**src/rtl/alu_pkg.sv**
```systemverilog
// Shared ALU definitions: operation codes and NZCV bit positions.
// Imported by the decode-side control unit and by the execute stage.
package alu_pkg;

    typedef enum logic [3:0] {
        OP_PASS_B = 4'b0000,
        OP_ADD    = 4'b0010,
        OP_SUB    = 4'b0011,
        OP_CBZ    = 4'b0100
    } alu_op_t;

    localparam int FLAG_N = 3;
    localparam int FLAG_Z = 2;
    localparam int FLAG_C = 1;
    localparam int FLAG_V = 0;

endpackage

```
**src/rtl/alu_execute_stage_if.sv**
```systemverilog
// Execute-stage bundle: decoded operands and controls in, EX/MEM results and flags out.
interface alu_execute_stage_if #(parameter int WIDTH = 64);

    logic             ALU_on;
    logic [3:0]       ALU_cntrl;
    logic [WIDTH-1:0] A;
    logic [WIDTH-1:0] B;
    logic             set_flags;
    logic             stall;
    logic             flush;
    logic [WIDTH-1:0] result;
    logic             zero;
    logic             result_valid;
    logic             illegal_op;
    logic [3:0]       flags;
    logic [3:0]       flags_fwd;

    modport master (
        output ALU_on, ALU_cntrl, A, B, set_flags, stall, flush,
        input  result, zero, result_valid, illegal_op, flags, flags_fwd
    );

    modport slave (
        input  ALU_on, ALU_cntrl, A, B, set_flags, stall, flush,
        output result, zero, result_valid, illegal_op, flags, flags_fwd
    );

endinterface

```
**src/rtl/alu_core.sv**
```systemverilog
// Combinational ALU: (a, b, op) -> (result, nzcv, legal). Illegal codes yield result 0.
module alu_core
    import alu_pkg::*;
#(
    parameter int WIDTH = 64
) (
    input  logic [WIDTH-1:0] a,
    input  logic [WIDTH-1:0] b,
    input  logic [3:0]       op,
    output logic [WIDTH-1:0] result,
    output logic [3:0]       nzcv,
    output logic             legal
);

    logic [WIDTH:0] sum_ext;
    logic [WIDTH:0] diff_ext;

    // Subtraction as A + ~B + 1 so the carry-out is ARM's "no borrow" C flag.
    assign sum_ext  = {1'b0, a} + {1'b0, b};
    assign diff_ext = {1'b0, a} + {1'b0, ~b} + {{WIDTH{1'b0}}, 1'b1};

    always_comb begin
        // NOTE: every output gets a default before the case, so no path can infer a latch.
        result = '0;
        nzcv   = '0;
        legal  = 1'b0;
        case (op)
            OP_PASS_B, OP_CBZ: begin
                result = b;
                legal  = 1'b1;
            end
            OP_ADD: begin
                result       = sum_ext[WIDTH-1:0];
                nzcv[FLAG_C] = sum_ext[WIDTH];
                nzcv[FLAG_V] = (a[WIDTH-1] == b[WIDTH-1]) && (sum_ext[WIDTH-1] != a[WIDTH-1]);
                legal        = 1'b1;
            end
            OP_SUB: begin
                result       = diff_ext[WIDTH-1:0];
                nzcv[FLAG_C] = diff_ext[WIDTH];
                nzcv[FLAG_V] = (a[WIDTH-1] != b[WIDTH-1]) && (diff_ext[WIDTH-1] != a[WIDTH-1]);
                legal        = 1'b1;
            end
            default: ;
        endcase
        nzcv[FLAG_N] = result[WIDTH-1];
        nzcv[FLAG_Z] = (result == '0);
    end

endmodule

```
**src/rtl/alu_execute_stage.sv**
```systemverilog
// EX stage: alu_core plus the EX/MEM result register, NZCV register and stall/flush control.
module alu_execute_stage
    import alu_pkg::*;
#(
    parameter int WIDTH = 64
) (
    input  logic                 clk,
    input  logic                 reset_n,
    alu_execute_stage_if.slave   bus
);

    logic [WIDTH-1:0] core_result;
    logic [3:0]       core_nzcv;
    logic             core_legal;

    logic [WIDTH-1:0] result_q;
    logic             zero_q;
    logic             valid_q;
    logic             illegal_q;
    logic [3:0]       flags_q;
    logic             flag_en;

    alu_core #(.WIDTH(WIDTH)) u_core (
        .a      (bus.A),
        .b      (bus.B),
        .op     (bus.ALU_cntrl),
        .result (core_result),
        .nzcv   (core_nzcv),
        .legal  (core_legal)
    );

    assign flag_en = bus.ALU_on && bus.set_flags && core_legal && !bus.stall && !bus.flush;

    // Flush outranks stall; a bubble (ALU_on low) loads the same values as a flush.
    always_ff @(posedge clk or negedge reset_n) begin
        // NOTE: non-blocking assignments for all registered state, so every flop samples pre-edge values.
        if (!reset_n) begin
            result_q  <= '0;
            zero_q    <= 1'b1;
            valid_q   <= 1'b0;
            illegal_q <= 1'b0;
        end else if (bus.flush || (!bus.stall && !bus.ALU_on)) begin
            result_q  <= '0;
            zero_q    <= 1'b1;
            valid_q   <= 1'b0;
            illegal_q <= 1'b0;
        end else if (!bus.stall) begin
            result_q  <= core_result;
            zero_q    <= (core_result == '0);
            valid_q   <= 1'b1;
            illegal_q <= !core_legal;
        end
    end

    always_ff @(posedge clk or negedge reset_n) begin
        if (!reset_n) begin
            flags_q <= 4'b0000;
        end else if (flag_en) begin
            flags_q <= core_nzcv;
        end
    end

    assign bus.result       = result_q;
    assign bus.zero         = zero_q;
    assign bus.result_valid = valid_q;
    assign bus.illegal_op   = illegal_q;
    assign bus.flags        = flags_q;
    assign bus.flags_fwd    = flag_en ? core_nzcv : flags_q;

endmodule

```
**src/flat_wrapper.sv**
```systemverilog
// flat-port wrapper written by rule: the top's interface ports become plain ports
module alu_execute_stage_flat import alu_pkg::*;
#(
    parameter int WIDTH = 64
)
  (clk, reset_n, bus_ALU_on, bus_ALU_cntrl, bus_A, bus_B, bus_set_flags, bus_stall, bus_flush, bus_result, bus_zero, bus_result_valid, bus_illegal_op, bus_flags, bus_flags_fwd);
  alu_execute_stage_if #(.WIDTH(WIDTH)) bus_i ();
  input  logic clk;
  input  logic reset_n;
  input wire logic [$bits(bus_i.ALU_on)-1:0] bus_ALU_on;
  input wire logic [$bits(bus_i.ALU_cntrl)-1:0] bus_ALU_cntrl;
  input wire logic [$bits(bus_i.A)-1:0] bus_A;
  input wire logic [$bits(bus_i.B)-1:0] bus_B;
  input wire logic [$bits(bus_i.set_flags)-1:0] bus_set_flags;
  input wire logic [$bits(bus_i.stall)-1:0] bus_stall;
  input wire logic [$bits(bus_i.flush)-1:0] bus_flush;
  output wire logic [$bits(bus_i.result)-1:0] bus_result;
  output wire logic [$bits(bus_i.zero)-1:0] bus_zero;
  output wire logic [$bits(bus_i.result_valid)-1:0] bus_result_valid;
  output wire logic [$bits(bus_i.illegal_op)-1:0] bus_illegal_op;
  output wire logic [$bits(bus_i.flags)-1:0] bus_flags;
  output wire logic [$bits(bus_i.flags_fwd)-1:0] bus_flags_fwd;
  assign bus_i.ALU_on = bus_ALU_on;
  assign bus_i.ALU_cntrl = bus_ALU_cntrl;
  assign bus_i.A = bus_A;
  assign bus_i.B = bus_B;
  assign bus_i.set_flags = bus_set_flags;
  assign bus_i.stall = bus_stall;
  assign bus_i.flush = bus_flush;
  assign bus_result = bus_i.result;
  assign bus_zero = bus_i.zero;
  assign bus_result_valid = bus_i.result_valid;
  assign bus_illegal_op = bus_i.illegal_op;
  assign bus_flags = bus_i.flags;
  assign bus_flags_fwd = bus_i.flags_fwd;
  alu_execute_stage #(.WIDTH(WIDTH)) u_core (.clk(clk), .reset_n(reset_n), .bus(bus_i));
endmodule
```
**config.mk**
```make
export PLATFORM = sky130hd
export DESIGN_NAME = alu_execute_stage_flat
export DESIGN_NICKNAME = d
export VERILOG_FILES = /design/src/rtl/alu_pkg.sv /design/src/rtl/alu_execute_stage_if.sv /design/src/rtl/alu_core.sv /design/src/rtl/alu_execute_stage.sv /design/src/flat_wrapper.sv
export SDC_FILE = /design/constraint.sdc
export NUM_CORES = 1
export LEC_CHECK = 0
export CORE_MARGIN = 2
export CORE_UTILIZATION = 51
export CTS_BUF_LIST = sky130_fd_sc_hd__clkbuf_8
export DETAILED_ROUTE_END_ITERATION = 8
export PLACE_DENSITY = 0.8
export SLEW_MARGIN = 20
export SYNTH_ARGS = -nofsm -noshare
export SYNTH_HDL_FRONTEND = slang
export SYNTH_SLANG_ARGS = --single-unit
```
**constraint.sdc**
```tcl
create_clock -name clk -period 7.2 [get_ports clk]
set_clock_uncertainty 0.2 [all_clocks]
set_input_delay 1.44 -clock clk [delete_from_list [all_inputs] [get_ports clk]]
set_output_delay 1.44 -clock clk [all_outputs]
set_load 0.05 [all_outputs]
```
==> out/metrics.csv, run 1 <==
metric;value;unit
Placed Cells;2850;
gr usage total;0.660;
Avg Inst Size Synth;6.95;sq um
sequential area share after synthesis;0.144;
Syn Nets;2045;
fraction of registers with async set/reset;1.00;
post-DP HPWL;51500;um
Initial Utilization;0.523;
port bufs;212;
final RePlAce weighted congestion;1.15;
grt total ovfl;2;
num rows;56;
H-Tree Depth;3;
CTS Buffer Depth;2;
YS warnings;0;
DIE HEIGHT;160;um
Sink Count;71;
CTS Hold Bufs;0;
dominant synthesized flop cell;dfrtp_1;
number of flops mapped to enable cells by yosys;0;
Root Buffer;clkbuf_8;
Halt Stage;global routing;
Die X;160;um
distinct cell type count after synthesis;86;
Mapped Cells;1776;
largest net degree at the start of global routing;72;
Yosys reg bits;71;
total CTS buffers;9;
worst setup endpoint GRT;bus_flags_fwd[2];
Log Error;[ERROR GRT-0232] Routing congestion too high. Check the congestion heatmap in the GUI.;
status;did not finish;
# IOs;213;
Mapped Area;0.0123;sq mm
WEP type;output port;
-- routing by layer --
layer,GRT overflow,GRT usage
met5,0,0.102
met4,0,0.648
met3,0,0.440
met2,2,0.891
met1,0,0.658
-- Yosys cell counts, types with 17 or more instances --
cell type | instances | area [sq um]
ha_1 | 129 | 1610
nand2_1 | 186 | 698
nand4_1 | 30 | 188
dfrtp_1 | 70 | 1750
nor4_1 | 46 | 288
nor2b_1 | 24 | 150
o211ai_1 | 28 | 210
xnor2_1 | 62 | 543
clkbuf_1 | 73 | 274
nand2b_1 | 17 | 106
nor3_1 | 55 | 275
a22o_1 | 37 | 324
inv_1 | 127 | 477
o21bai_1 | 26 | 195
o21a_1 | 17 | 128
nand3_1 | 43 | 215
a22oi_1 | 23 | 173
a31oi_1 | 21 | 131
nor2_1 | 138 | 518
o21ai_0 | 120 | 601
o31ai_1 | 40 | 300
a211oi_1 | 23 | 173
a21oi_1 | 191 | 956
-- through the flow --
stage / worst slack, ns / area, sq um
floorplan: 0.100 / 12400
global placement: -0.892 / 19300
detailed placement: -0.988 / 19300
CTS: -0.640 / 20400
-- what timing repair did --
action / 4_1_cts
gates cloned: 0
buffers inserted: 19
resized for setup: 184
setup endpoints to repair: 4
pin swaps: 43
-- cell families after synthesis --
kind of cell / synth area share
xor gates and xnor gates: 0.0511
buffers and inverters: 0.0736
adders and majority gates: 0.134
DFF: 0.144
AOI/OAI and AO/OA: 0.349
muxes: 0.0107
and+or+nand+nor: 0.238
==> inputs of run 2 (changes only) <==
Settings changed: CORE_UTILIZATION 51 to 40, CTS_BUF_LIST sky130_fd_sc_hd__clkbuf_8 to default, PLACE_DENSITY 0.8 to default, PLACE_DENSITY_LB_ADDON from default to 0.15.
Clock period 7.2 ns to 9.35 ns, I/O delays scaled along.
==> run 2 against run 1 <==
The flow now finishes without violations; synthesized cell count is the same; synthesized area is the same.
==> out/metrics.csv, run 2 <==
metric;value;unit;change
final hold violation count;0;;
Tmin final;9.24;ns;
DRT iter0 DRCs;1657;;
Reg clk slew, reported paths;0.07;ns;
Max stage delay cell, worst path;a2111oi_0;;
post-synthesis compound-gate area fraction;0.349;;unchanged
Root Buffer;clkbuf_16;;
DRC violations left;0;;
adder-cell area share of the yosys netlist;0.134;;unchanged
worst reg2reg setup slack;8.17;ns;
first-pass GRT wire length;91200;um;
CTS Hold Bufs;0;;unchanged
commonest non-fill, non-tap cell in the layout;clkdlybuf4s50_1;;
Synth Area in Simple Gates;0.238;;unchanged
Sink Count;71;;unchanged
Syn Nets;2045;;unchanged
delay-heaviest family, CP;compound AO/OA/AOI/OAI gates;;
Max Fclk;108;MHz;
Initial Utilization;0.405;;-0.118
Skew-Pair Late Insertion Delay;0.34;ns;
static leakage;6.86;nW;
distinct cell type count after synthesis;86;;unchanged
Yosys top cell area share;0.142;;unchanged
TritonCTS clock tree;built;;
Mapped Cells;1776;;unchanged
Worst setup SP type;input port;;
initial antenna violation count;0;;
Largest register FFs;64;;
largest family of logic cells by synthesized area;compound AO/OA/AOI/OAI gates;;
Psw;770;uW;
area grow syn2layout;31.5;%;
clock power share;0.220;;
sw frac;0.460;;
maximum fanout along the worst path;11;;
Antenna Violating Nets Remaining;0;;
grt total ovfl;0;;
met1 Use GR;0.482;;
gr busiest metal;met2;;
largest net degree at the start of global routing;72;;
Avg Inst Size Synth;6.95;sq um;unchanged
post-DP HPWL;49600;um;-3.7%
internal power;904;uW;
Synth Area in XOR/XNOR;0.0511;;unchanged
vias in the first global route;14945;;
routed vias/inst;6.37;;
worst hold path type;register to register;;
final worst-path cycle share;0.988;;
routed len/inst;24.8;um;
number of flops mapped to enable cells by yosys;0;;unchanged
total CTS buffers;9;;unchanged
slowest stage delay, CP;0.60;ns;
top cell types by occurrence after synthesis;a21oi_1, nand2_1, nor2_1;;
pwr dens;103;mW/mm^2;
count of final setup violators;0;;
post-synthesis mux area share;0.0107;;unchanged
Finished Cell Area;0.0162;sq mm;
CORE AREA;0.0305;sq mm;
most frequent cells in the layout;clkdlybuf4s50_1, a21oi_1, nand2_1;;
pre-CTS setup slack;-0.215;ns;+0.773 ns
Req. time, crit path;7.28;ns;
CP Cell Sequence;clkdlybuf4s50_1 > inv_1 > ha_1 > inv_1 > a21oi_1 > a31oi_1 > a2111oi_0 > a21oi_2 > o41ai_2 > xnor2_1 > a221o_1 > nand2b_1 > or4_1 > or4_1 > nor4_2 > a41o_1 > buf_12;;
Max VDD drop;0.0928;mV;
# IOs;213;;unchanged
placed cell areas;0.0158;sq mm;-18%
top cells by area, synth;dfrtp_1, ha_1, a21oi_1;;
GR Layer Usage met2;0.583;;
Mapped Area;0.0123;sq mm;unchanged
port bufs;212;;unchanged
Gate power share;0.589;;
status;finished, final reports clean;;
Yosys reg bits;71;;unchanged
Die X;180;um;+13%
min setup slack post-route;0.109;ns;
dominant synthesized flop cell;dfrtp_1;;
DR pass1 iterations;6;;
# diodes;0;;
setup bufs post-CTS;0;;-19
fraction of registers with async set/reset;1.00;;unchanged
CTS Buffer Depth;2;;unchanged
Filler cells;3079;;
critical path arrival;7.17;ns;
Die ar.;0.0323;sq mm;
Nets;2331;;
total number of vias;15681;;
slew at the pin with the worst max-slew slack;1.04;ns;
H-Tree Depth;3;;unchanged
Slew Limit Headroom;0.307;;
Buf+Inv Stages, Crit Path;4;;
DIE HEIGHT;180;um;+13%
count leader, synth;a21oi_1;;
sequential area share after synthesis;0.144;;unchanged
final slew viol count;0;;
Setup crit end kind;output pin;;
share of post-route cells with drive strength above 1;0.118;;
gr usage total;0.361;;
Synth area leader;dfrtp_1;;
Global Route met3 Usage;0.0513;;
YS warnings;0;;unchanged
final RePlAce weighted congestion;1.06;;-7.3%
Multi-input gate area;0.00978;sq mm;
max_cap viols;0;;
num rows;64;;+14%
kind of critical path;input port to output pin;;
WL final;61100;um;
register area;0.00178;sq mm;
sequential share of power;0.191;;
fin util;0.532;;
[run 2: cell counts after synthesis]
No cell type changed its count.
[run 2: repair_timing]
item                                    4_1_cts  5_1_grt
pin swaps                                     0        2
endpoints found under the setup margin        3        3
gates resized for setup                       2       18
cloned                                        0        0
[run 2: cell families after synthesis]
| logic type | Yosys count |
|---|---|
| compound gates | 656 |
| xor+xnor | 72 |
| fa+ha+maj | 131 |
| buf+inv | 229 |
| flops | 71 |
| mux | 13 |
| simple gates | 604 |
[run 2: final timing paths]
check / from / to / depth (start not counted)
setup / recovery: bus_B[19] / bus_flags_fwd[2] / 17
hold / removal: u_core.bus.result[61] / u_core.bus.result[61] / 2
setup reg to reg: u_core.bus.zero / u_core.bus.zero / 3
hold reg to reg: u_core.bus.result[61] / u_core.bus.result[61] / 2
max in group asynchronous: reset_n / u_core.bus.result[49] / 1
min in group asynchronous: reset_n / u_core.bus.flags[1] / 1
[run 2: cell type report]
type                    count  share of cell area
multi-input cells        1476               0.602
repair buffers            374               0.209
flip-flops and latches     71               0.109
well taps                 396              0.0305
inverters                 130              0.0301
clock buffers               9              0.0139
clock inverters             7             0.00493
[run 2: metal layers]
| metal | vias to the layer above | wire length (um) | share of wire |
|---|---|---|---|
| li1 | 7147 | - | - |
| met1 | 7512 | 25900 | 0.42 |
| met2 | 854 | 27300 | 0.45 |
| met3 | 168 | 5010 | 0.082 |
| met4 | 0 | 2960 | 0.048 |
| met5 | - | 0 | 0 |
[run 2: power groups by stage]
stage	Sequential, mW	Combinational, mW	Clock (mW)
after detailed placement	0.325	0.949	0
after global routing	0.320	1.05	0.381
after global placement	0.325	0.947	0
final	0.320	0.986	0.368
after CTS	0.320	0.955	0.369
after floorplan	0.350	0.532	0
[run 2: metrics by stage]
| stage | hold WS, ns | TNS (ns) | total power, mW | cells |
|---|---|---|---|---|
| after floorplan | 0.559 | 0 | 0.882 | 1776 |
| after global placement | 0.262 | -0.263 | 1.27 | 2447 |
| after detailed placement | 0.270 | -0.441 | 1.27 | 2447 |
| after CTS | 0.284 | 0 | 1.64 | 2463 |
| after global routing | 0.304 | -0.0000320 | 1.75 | 2463 |
| final | 0.280 | 0 | 1.67 | 2463 |
[run 2: tightest hold or removal path, cell delays in order, from the launching register on]
cell,delay (ns)
dfrtp_1,0.34
nand2_1,0.05
o21ai_0,0.06
Power figures use the tool's default switching activity.
